### config.mk
export PLATFORM = sky130hd
export DESIGN_NAME = sc_cmp_loader
export DESIGN_NICKNAME = d
export VERILOG_FILES = /design/src/rtl/sc_cmp_loader_pkg.sv /design/src/rtl/sc_sat_counter.sv /design/src/rtl/sc_cmp_loader.sv
export SDC_FILE = /design/constraint.sdc
export NUM_CORES = 1
export LEC_CHECK = 0
export CELL_PAD_IN_SITES_DETAIL_PLACEMENT = 0
export CELL_PAD_IN_SITES_GLOBAL_PLACEMENT = 1
export CORE_MARGIN = 1.5
export CORE_UTILIZATION = 25
export DETAILED_ROUTE_END_ITERATION = 8
export HOLD_SLACK_MARGIN = 0.05
export PLACE_DENSITY_LB_ADDON = 0.1
export SLEW_MARGIN = 0
export SYNTH_ARGS = -nofsm -noshare
export SYNTH_HDL_FRONTEND = slang
export SYNTH_HIERARCHICAL = 1
export SYNTH_SLANG_ARGS = --single-unit
### constraint.sdc
create_clock -name SC_CMPLOADER_CLOCK_50 -period 1.7 [get_ports SC_CMPLOADER_CLOCK_50]
set_clock_uncertainty 0.15 [all_clocks]
set_input_delay 0.17 -clock SC_CMPLOADER_CLOCK_50 [delete_from_list [all_inputs] [get_ports SC_CMPLOADER_CLOCK_50]]
set_output_delay 0.17 -clock SC_CMPLOADER_CLOCK_50 [all_outputs]
set_load 0.03 [all_outputs]
### src/rtl/sc_cmp_loader_pkg.sv
// Shared state encoding and default widths for the comparator operand loader.
package sc_cmp_loader_pkg;

  localparam int DEF_DATAWIDTH  = 8;
  localparam int DEF_COUNTWIDTH = 8;

  localparam logic [1:0] STATE_LOADA   = 2'b00;
  localparam logic [1:0] STATE_LOADB   = 2'b01;
  localparam logic [1:0] STATE_COMPARE = 2'b10;

  typedef enum logic [1:0] {
    S_LOADA   = STATE_LOADA,
    S_LOADB   = STATE_LOADB,
    S_COMPARE = STATE_COMPARE
  } state_e;

endpackage

### src/rtl/sc_sat_counter.sv
// Saturating up-counter: increments on inc_i, holds at all-ones, clr_i wins over inc_i.
// One-cycle update latency, no backpressure.
module sc_sat_counter #(
  parameter int WIDTH = 8
) (
  input  logic             clk_i,
  input  logic             rst_n_i,
  input  logic             clr_i,
  input  logic             inc_i,
  output logic [WIDTH-1:0] cnt_o
);

  logic [WIDTH-1:0] cnt_q, cnt_d;

  always_comb begin
    cnt_d = cnt_q;
    if (clr_i) begin
      cnt_d = '0;
    end else if (inc_i && !(&cnt_q)) begin
      cnt_d = cnt_q + 1'b1;
    end
  end

  always_ff @(posedge clk_i or negedge rst_n_i) begin
    if (!rst_n_i) cnt_q <= '0;
    else          cnt_q <= cnt_d;
  end

  assign cnt_o = cnt_q;

endmodule

### src/rtl/sc_cmp_loader.sv
// Loads operand A then B from one valid/ready bus, samples the comparator result two edges later.
// Latency: result/done one edge after B; ready drops for the single compare cycle of each pair.
module sc_cmp_loader
  import sc_cmp_loader_pkg::*;
#(
  parameter int NUMBER_DATAWIDTH  = DEF_DATAWIDTH,
  parameter int NUMBER_COUNTWIDTH = DEF_COUNTWIDTH
) (
  input  logic                         SC_CMPLOADER_CLOCK_50,
  input  logic                         SC_CMPLOADER_RESET_InLow,
  input  logic [NUMBER_DATAWIDTH-1:0]  SC_CMPLOADER_data_InBUS,
  input  logic                         SC_CMPLOADER_valid_In,
  output logic                         SC_CMPLOADER_ready_Out,
  input  logic                         SC_CMPLOADER_clear_In,
  output logic [NUMBER_DATAWIDTH-1:0]  SC_CMPLOADER_dataA_OutBUS,
  output logic [NUMBER_DATAWIDTH-1:0]  SC_CMPLOADER_dataB_OutBUS,
  input  logic                         SC_CMPLOADER_cmp_In,
  output logic                         SC_CMPLOADER_result_Out,
  output logic                         SC_CMPLOADER_done_Out,
  output logic [NUMBER_COUNTWIDTH-1:0] SC_CMPLOADER_mismatchCount_OutBUS
);

  state_e                      state_q, state_d;
  logic [NUMBER_DATAWIDTH-1:0] a_q, a_d, b_q, b_d;
  logic                        result_q, result_d;
  logic                        done_q, done_d;
  logic                        ready, xfer, load_a, load_b, sample;

  always_ff @(posedge SC_CMPLOADER_CLOCK_50 or negedge SC_CMPLOADER_RESET_InLow) begin
    if (!SC_CMPLOADER_RESET_InLow) state_q <= S_LOADA;
    else                           state_q <= state_d;
  end

  always_comb begin
    state_d = state_q;
    case (state_q)
      S_LOADA:   if (xfer) state_d = S_LOADB;
      S_LOADB:   if (xfer) state_d = S_COMPARE;
      S_COMPARE: state_d = S_LOADA;
      default:   state_d = S_LOADA;
    endcase
  end

  always_comb begin
    ready  = (state_q != S_COMPARE);
    xfer   = SC_CMPLOADER_valid_In && ready;
    load_a = xfer && (state_q == S_LOADA);
    load_b = xfer && (state_q == S_LOADB);
    sample = (state_q == S_COMPARE);
  end

  // Clear only touches the result path; a pair in flight still completes and pulses done.
  always_comb begin
    a_d      = load_a ? SC_CMPLOADER_data_InBUS : a_q;
    b_d      = load_b ? SC_CMPLOADER_data_InBUS : b_q;
    done_d   = sample;
    result_d = result_q;
    if (SC_CMPLOADER_clear_In) result_d = 1'b0;
    else if (sample)           result_d = SC_CMPLOADER_cmp_In;
  end

  always_ff @(posedge SC_CMPLOADER_CLOCK_50 or negedge SC_CMPLOADER_RESET_InLow) begin
    if (!SC_CMPLOADER_RESET_InLow) begin
      a_q      <= '0;
      b_q      <= '0;
      result_q <= 1'b0;
      done_q   <= 1'b0;
    end else begin
      a_q      <= a_d;
      b_q      <= b_d;
      result_q <= result_d;
      done_q   <= done_d;
    end
  end

  sc_sat_counter #(.WIDTH(NUMBER_COUNTWIDTH)) u_mismatch_cnt (
    .clk_i   (SC_CMPLOADER_CLOCK_50),
    .rst_n_i (SC_CMPLOADER_RESET_InLow),
    .clr_i   (SC_CMPLOADER_clear_In),
    .inc_i   (sample && SC_CMPLOADER_cmp_In),
    .cnt_o   (SC_CMPLOADER_mismatchCount_OutBUS)
  );

  assign SC_CMPLOADER_ready_Out    = ready;
  assign SC_CMPLOADER_dataA_OutBUS = a_q;
  assign SC_CMPLOADER_dataB_OutBUS = b_q;
  assign SC_CMPLOADER_result_Out   = result_q;
  assign SC_CMPLOADER_done_Out     = done_q;

endmodule
==> results of run 1 <==
==> per-layer routing <==
layer | share of wire (%) | GRT usage (%) | up-vias
met5 | 0 | 0 | -
met2 | 49 | 17.6 | 23
met1 | 46 | 15.7 | 463
met4 | 0.59 | 2.47 | 0
met3 | 4.4 | 3.25 | 2
li1 | - | - | 442
==> worst register-to-register path: cells and delay by family, from the launching register on <==
kind	cells	cell delay (ps)
AOI/OAI and AO/OA	1	220
DFF	1	430
muxes	1	320
and+or+nand+nor	3	480
==> state kept, by name, summed over array words and instances, names as in the netlist <==
name and cells:
state_q 2, SC_CMPLOADER_result_Out 1, SC_CMPLOADER_dataB_OutBUS 8, u_mismatch_cnt/cnt_o 8
SC_CMPLOADER_dataA_OutBUS 8, SC_CMPLOADER_done_Out 1
==> cell usage in the layout, fill, tap and decap left out, types with 3 or more instances in the layout <==
| cell | netlist | final |
|---|---|---|
| buf_4 | 0 | 11 |
| clkbuf_8 | 0 | 3 |
| clkdlybuf4s50_1 | 0 | 30 |
| dfrtp_1 | 28 | 24 |
| dfrtp_2 | 0 | 4 |
| dlygate4sd2_1 | 0 | 8 |
| mux2_2 | 16 | 16 |
| mux2_4 | 4 | 4 |
| nor2_1 | 6 | 6 |
| nor2b_1 | 5 | 4 |
==> power breakdown <==
group	internal (mW)	total [mW]	switching [mW]
sequential	0.895	1.01	0.117
combinational	0.678	1.39	0.714
clock	0.159	0.351	0.192
total	1.73	2.75	1.02
==> cells by family after synthesis <==
group	count (synthesis)
XOR/XNOR	1
buffers and inverters	4
adder cells (fa/ha/maj)	1
AND/OR/NAND/NOR	27
multiplexers	22
flip-flops	28
AO/OA/AOI/OAI	10
==> worst max path at each step <==
stage / from / to / slack (ps) / cells past startpoint
floorplan: state_q[0] / u_mismatch_cnt/cnt_o[5] / -6 / 5
global placement: SC_CMPLOADER_cmp_In / u_mismatch_cnt/cnt_o[5] / -80 / 5
detailed placement: SC_CMPLOADER_cmp_In / u_mismatch_cnt/cnt_o[5] / -150 / 5
CTS: state_q[0] / u_mismatch_cnt/cnt_o[4] / 0.7 / 6
global route: state_q[0] / u_mismatch_cnt/cnt_o[4] / -60 / 6
finish: state_q[0] / u_mismatch_cnt/cnt_o[5] / 0.09 / 5
==> what timing repair did <==
item / in CTS / in global routing
pin swaps: 2 / 2
resized for setup: 10 / 3
endpoints found under the setup margin: 13 / 8
==> final cells by class <==
class	count	area, um2
fill	472	2870
sequential	28	706
multi-input combinational	61	577
timing repair buffer	52	497
tap	67	83.8
clock buffer	3	41.3
inverter	2	7.51
==> reports/summary.txt, run 1 <==
drt wl/cell: 13.4 um
Initial Util: 26.4%
final setup margin: 0.0906 ps
Max FO, Critical Path: 3
Post-Synthesis Cell Area: 1260 um2
Synth Area in Compound Gates: 6.64%
first-pass GRT wire length: 4750 um
core area: 4790 um2
status: complete, no violations
layout cells sized above 1: 34.9%
vias: 930
layout net count: 162
ys flop type: dfrtp_1
TritonRoute pass-1 iters: 4
XOR/XNOR share of the synthesized area: 0.694%
Synth Warn #: 6
hpwl dp: 2120 um
cell count after synthesis: 93
setup bufs post-CTS: 0
slowest stage cell, crit path: dfrtp_2
Clock Path Buffers: 2
cell with the most instances after synthesis: dfrtp_1
antenna cells: 0
kind of end point of the critical path: flip-flop
number of vias per cell: 4.37
Worst Hold Class: in2async
initial antenna violation count: 0
total routed wirelength: 2860 um
hold_ws: 133 ps
GRT Util Overall: 11.3%
Max Fclk: 588 MHz
syn avg cell area: 13.6 um2
critical path arrival: 1710 ps
# IOs: 40
Critical Path RT: 1710 ps
leakage: 0.835 nW
die width: 74.1 um
Reg-to-Reg End: u_mismatch_cnt/cnt_o[5]
drt initial violations: 32
Register-to-Register Path Depth: 5
Max Cap Viol: 0
reg2reg start: state_q[0]
Final Cycle Share: 100%
final core occ: 39.9%
RSZ-0062 raised after global routing: yes
clk sinks: 28
Setup Crit Path Kind: reg2reg
Final Hold Vio Count: 0
hold buffer count at cts: 0
DRC: 0
vias in the first global route: 942
transition time of the tightest slew-check pin: 424 ps
Placement Setup Slack: -155 ps
Synthesized Nets: 107
most frequent cells after synthesis: 28 x dfrtp_1, 16 x mux2_2, 6 x nor2_1
Total Neg Setup Slack: 0 ps
max-slew violation count: 0
share of the synthesized area in the top cell type: 55.5%
Chip Height: 74.1 um
simple-gate share of the synthesized area: 13.8%
Overall Power: 2.75 mW
Crit path max-delay family: simple AND/OR/NAND/NOR gates
Area Growth Syn to Fin: 51.4%
Clock Tree Root: clkbuf_8
reg2reg setup slack: 0.09 ps
CP bufs+invs: 0
Final Non-Filler Cells: 213
gr ovfl total: 0
CP Launch Type: flip-flop
slew margin rel.: 71.6%
FP Rows: 25
number of synthesized flops with an enable pin: 0
Seq/Total Area, Yosys: 55.5%
cell area after layout: 1910 um2
die area: 5480 um2
DP Area: 1850 um2
area leader, netlist: dfrtp_1
Yosys reg bits: 28
count of cell types in the netlist: 31
main combinational cell family by area after synthesis: multiplexers
Synth area leaders: dfrtp_1 56%, mux2_2 14%, mux2_4 4.8%
Post-DRT Antenna Nets: 0
total CTS buffers: 3
CTS tree: yes
PwrDens: 1440 nW/um2
Post-synth ARST share: 100%
largest net degree at the start of global routing: 29
final setup fails: 0
adder-cell share of the synthesized area: 0.991%
Worst-Skew Late Latency: 270 ps
fin crit period: 1700 ps
Reg clk slew, reported paths: 90 ps
mux cell area share after synthesis: 20.6%
H-tree Lvls: 1
routability cong.: 0.723
worst-path cell chain: nor2b_4 > and2_4 > nand4_1 > a211oi_2 > mux2_4
Worst path max stage delay: 430 ps
placed cell count: 210
Max VDD drop: 1.05 mV
I/O Buffers: 39
Note: power is estimated with default switching activity, not from simulation.
==> run 2, diff against run 1 <==
Settings changed: MAX_ROUTING_LAYER set to met4.
==> reports/summary.txt, run 2 (synthesis gave the netlist of run 1 again) <==
status: complete, but fails checks
Clock power frac: 12.8% (about the same)
failing checks: setup timing
Clock Path Buffers: 2 (unchanged)
final setup fails: 1 (+1)
critical path arrival: 1710 ps (about the same)
Register-to-Register Path Depth: 5 (unchanged)
CP Launch Type: flip-flop
vias in the first global route: 947 (+0.53%)
Critical Path RT: 1710 ps (about the same)
antenna cells: 0 (unchanged)
hold_ws: 132 ps (-1.40 ps)
max-slew violation count: 0 (unchanged)
drt initial violations: 31 (-3.1%)
transition time of the tightest slew-check pin: 424 ps (unchanged)
DRC: 0 (unchanged)
FP Rows: 25 (unchanged)
reg2reg start: state_q[0]
Final Cycle Share: 100% (about the same)
core area: 4790 um2 (unchanged)
Clock Tree Root: clkbuf_8
layout net count: 162 (unchanged)
PwrDens: 1440 nW/um2 (about the same)
H-tree Lvls: 1 (unchanged)
Max FO, Critical Path: 3 (unchanged)
total routed wirelength: 2860 um (about the same)
Max VDD drop: 1.05 mV (about the same)
largest net degree at the start of global routing: 29 (unchanged)
hpwl dp: 2120 um (unchanged)
fin crit period: 1700 ps (+0.161 ps)
Worst-Skew Late Latency: 270 ps (about the same)
Area Growth Syn to Fin: 51.4% (unchanged)
Max Cap Viol: 0 (unchanged)
placed cell count: 210 (unchanged)
Comb power frac: 50.5% (about the same)
Reg clk slew, reported paths: 90 ps (about the same)
Max Fclk: 588 MHz (about the same)
Post-DRT Antenna Nets: 0 (unchanged)
kind of end point of the critical path: flip-flop
TritonRoute pass-1 iters: 4 (unchanged)
RSZ-0062 raised after global routing: yes
setup bufs post-CTS: 0 (unchanged)
die area: 5480 um2 (unchanged)
Worst Hold Class: in2async
Reg-to-Reg End: u_mismatch_cnt/cnt_o[5]
vias: 929 (-0.11%)
leakage: 0.835 nW (unchanged)
total CTS buffers: 3 (unchanged)
Sequential Power Share: 36.7% (about the same)
Setup Crit Path Kind: reg2reg
sw power: 1.02 mW (about the same)
CP endpoint: u_mismatch_cnt/cnt_o[5]
CTS tree: yes
Chip Height: 74.1 um (unchanged)
final setup margin: -0.0699 ps (-0.161 ps)
commonest non-fill, non-tap cell in the layout: clkdlybuf4s50_1
most frequent cells in the layout: 30 x clkdlybuf4s50_1, 24 x dfrtp_1, 16 x mux2_2, 11 x buf_4, 8 x dlygate4sd2_1
die width: 74.1 um (unchanged)
Initial Util: 26.4% (unchanged)
gr ovfl total: 0 (unchanged)
GRT Util Overall: 11.7% (+0.36 points)
Final Non-Filler Cells: 213 (unchanged)
initial antenna violation count: 0 (unchanged)
layout cells sized above 1: 34.9% (unchanged)
CP startpoint: state_q[0]
# IOs: 40 (unchanged)
P_int: 1.73 mW (about the same)
first-pass GRT wire length: 4740 um (-0.15%)
I/O Buffers: 39 (unchanged)
Final Hold Vio Count: 0 (unchanged)
routability cong.: 0.732 (+1.2%)
drt wl/cell: 13.4 um (about the same)
reg2reg setup slack: -0.07 ps (about the same)
switch share: 37.2% (about the same)
number of vias per cell: 4.36 (-0.11%)
hold buffer count at cts: 0 (unchanged)
clk sinks: 28 (unchanged)
slew margin rel.: 71.6% (unchanged)
## run 2: metal layers
metal  up-vias  share of wire (%)  track usage [%]
met1       462                 46             15.7
met2        23                 48             17.6
met3         2                4.4             3.25
met4         0               0.59             2.47
met5         -                  0                -
li1        442                  -                -
## run 2: how the worst min path moves through the flow
stage	from	end	cells after the start
6_report	SC_CMPLOADER_RESET_InLow	u_mismatch_cnt/cnt_o[3]	2
5_1_grt	SC_CMPLOADER_RESET_InLow	u_mismatch_cnt/cnt_o[3]	2
4_1_cts	SC_CMPLOADER_RESET_InLow	SC_CMPLOADER_result_Out	2
3_5_place_dp	state_q[0]	SC_CMPLOADER_done_Out	1
3_3_place_gp	state_q[0]	SC_CMPLOADER_done_Out	1
2_1_floorplan	SC_CMPLOADER_RESET_InLow	SC_CMPLOADER_dataA_OutBUS[0]	0
## run 2: worst max-delay path, cell delays in order (launching register included)
cell	delay, ps
dfrtp_2	430
nor2b_4	140
and2_4	170
nand4_1	160
a211oi_2	220
mux2_4	320
## run 2: through the flow
stage	setup WS [ps]	total power, mW	setup TNS, ps	util (%)	instance area, um2
final	-0.0699	2.76	-0.0699	39.9	1910
after global routing	-57.7	2.92	-118	39.9	1910
after CTS	0.673	2.80	0	39.6	1900
after detailed placement	-155	2.44	-768	38.7	1850
after global placement	-77.8	2.40	-247	38.7	1850
after floorplan	-6.16	1.80	-6.16	-	1280
## run 2: what timing repair did
action / 4_1_cts / 5_1_grt
pin swaps: 2 / 2
endpoints found under the setup margin: 13 / 7
gates resized for setup: 10 / 3
## run 2: power groups by stage
stage / logic (mW) / registers, mW / clock network (mW)
after floorplan: 0.340 / 1.46 / 0
after global placement: 1.39 / 1.01 / 0
after detailed placement: 1.41 / 1.02 / 0
after CTS: 1.41 / 1.02 / 0.373
after global routing: 1.47 / 1.05 / 0.401
final: 1.39 / 1.01 / 0.352
## run 2: cell type report
type	instances	area, um2
Fill cell	472	2870
Sequential cell	28	706
Multi-Input combinational cell	61	577
Timing Repair Buffer	52	497
Tap cell	67	83.8
Clock buffer	3	41.3
Inverter	2	7.51
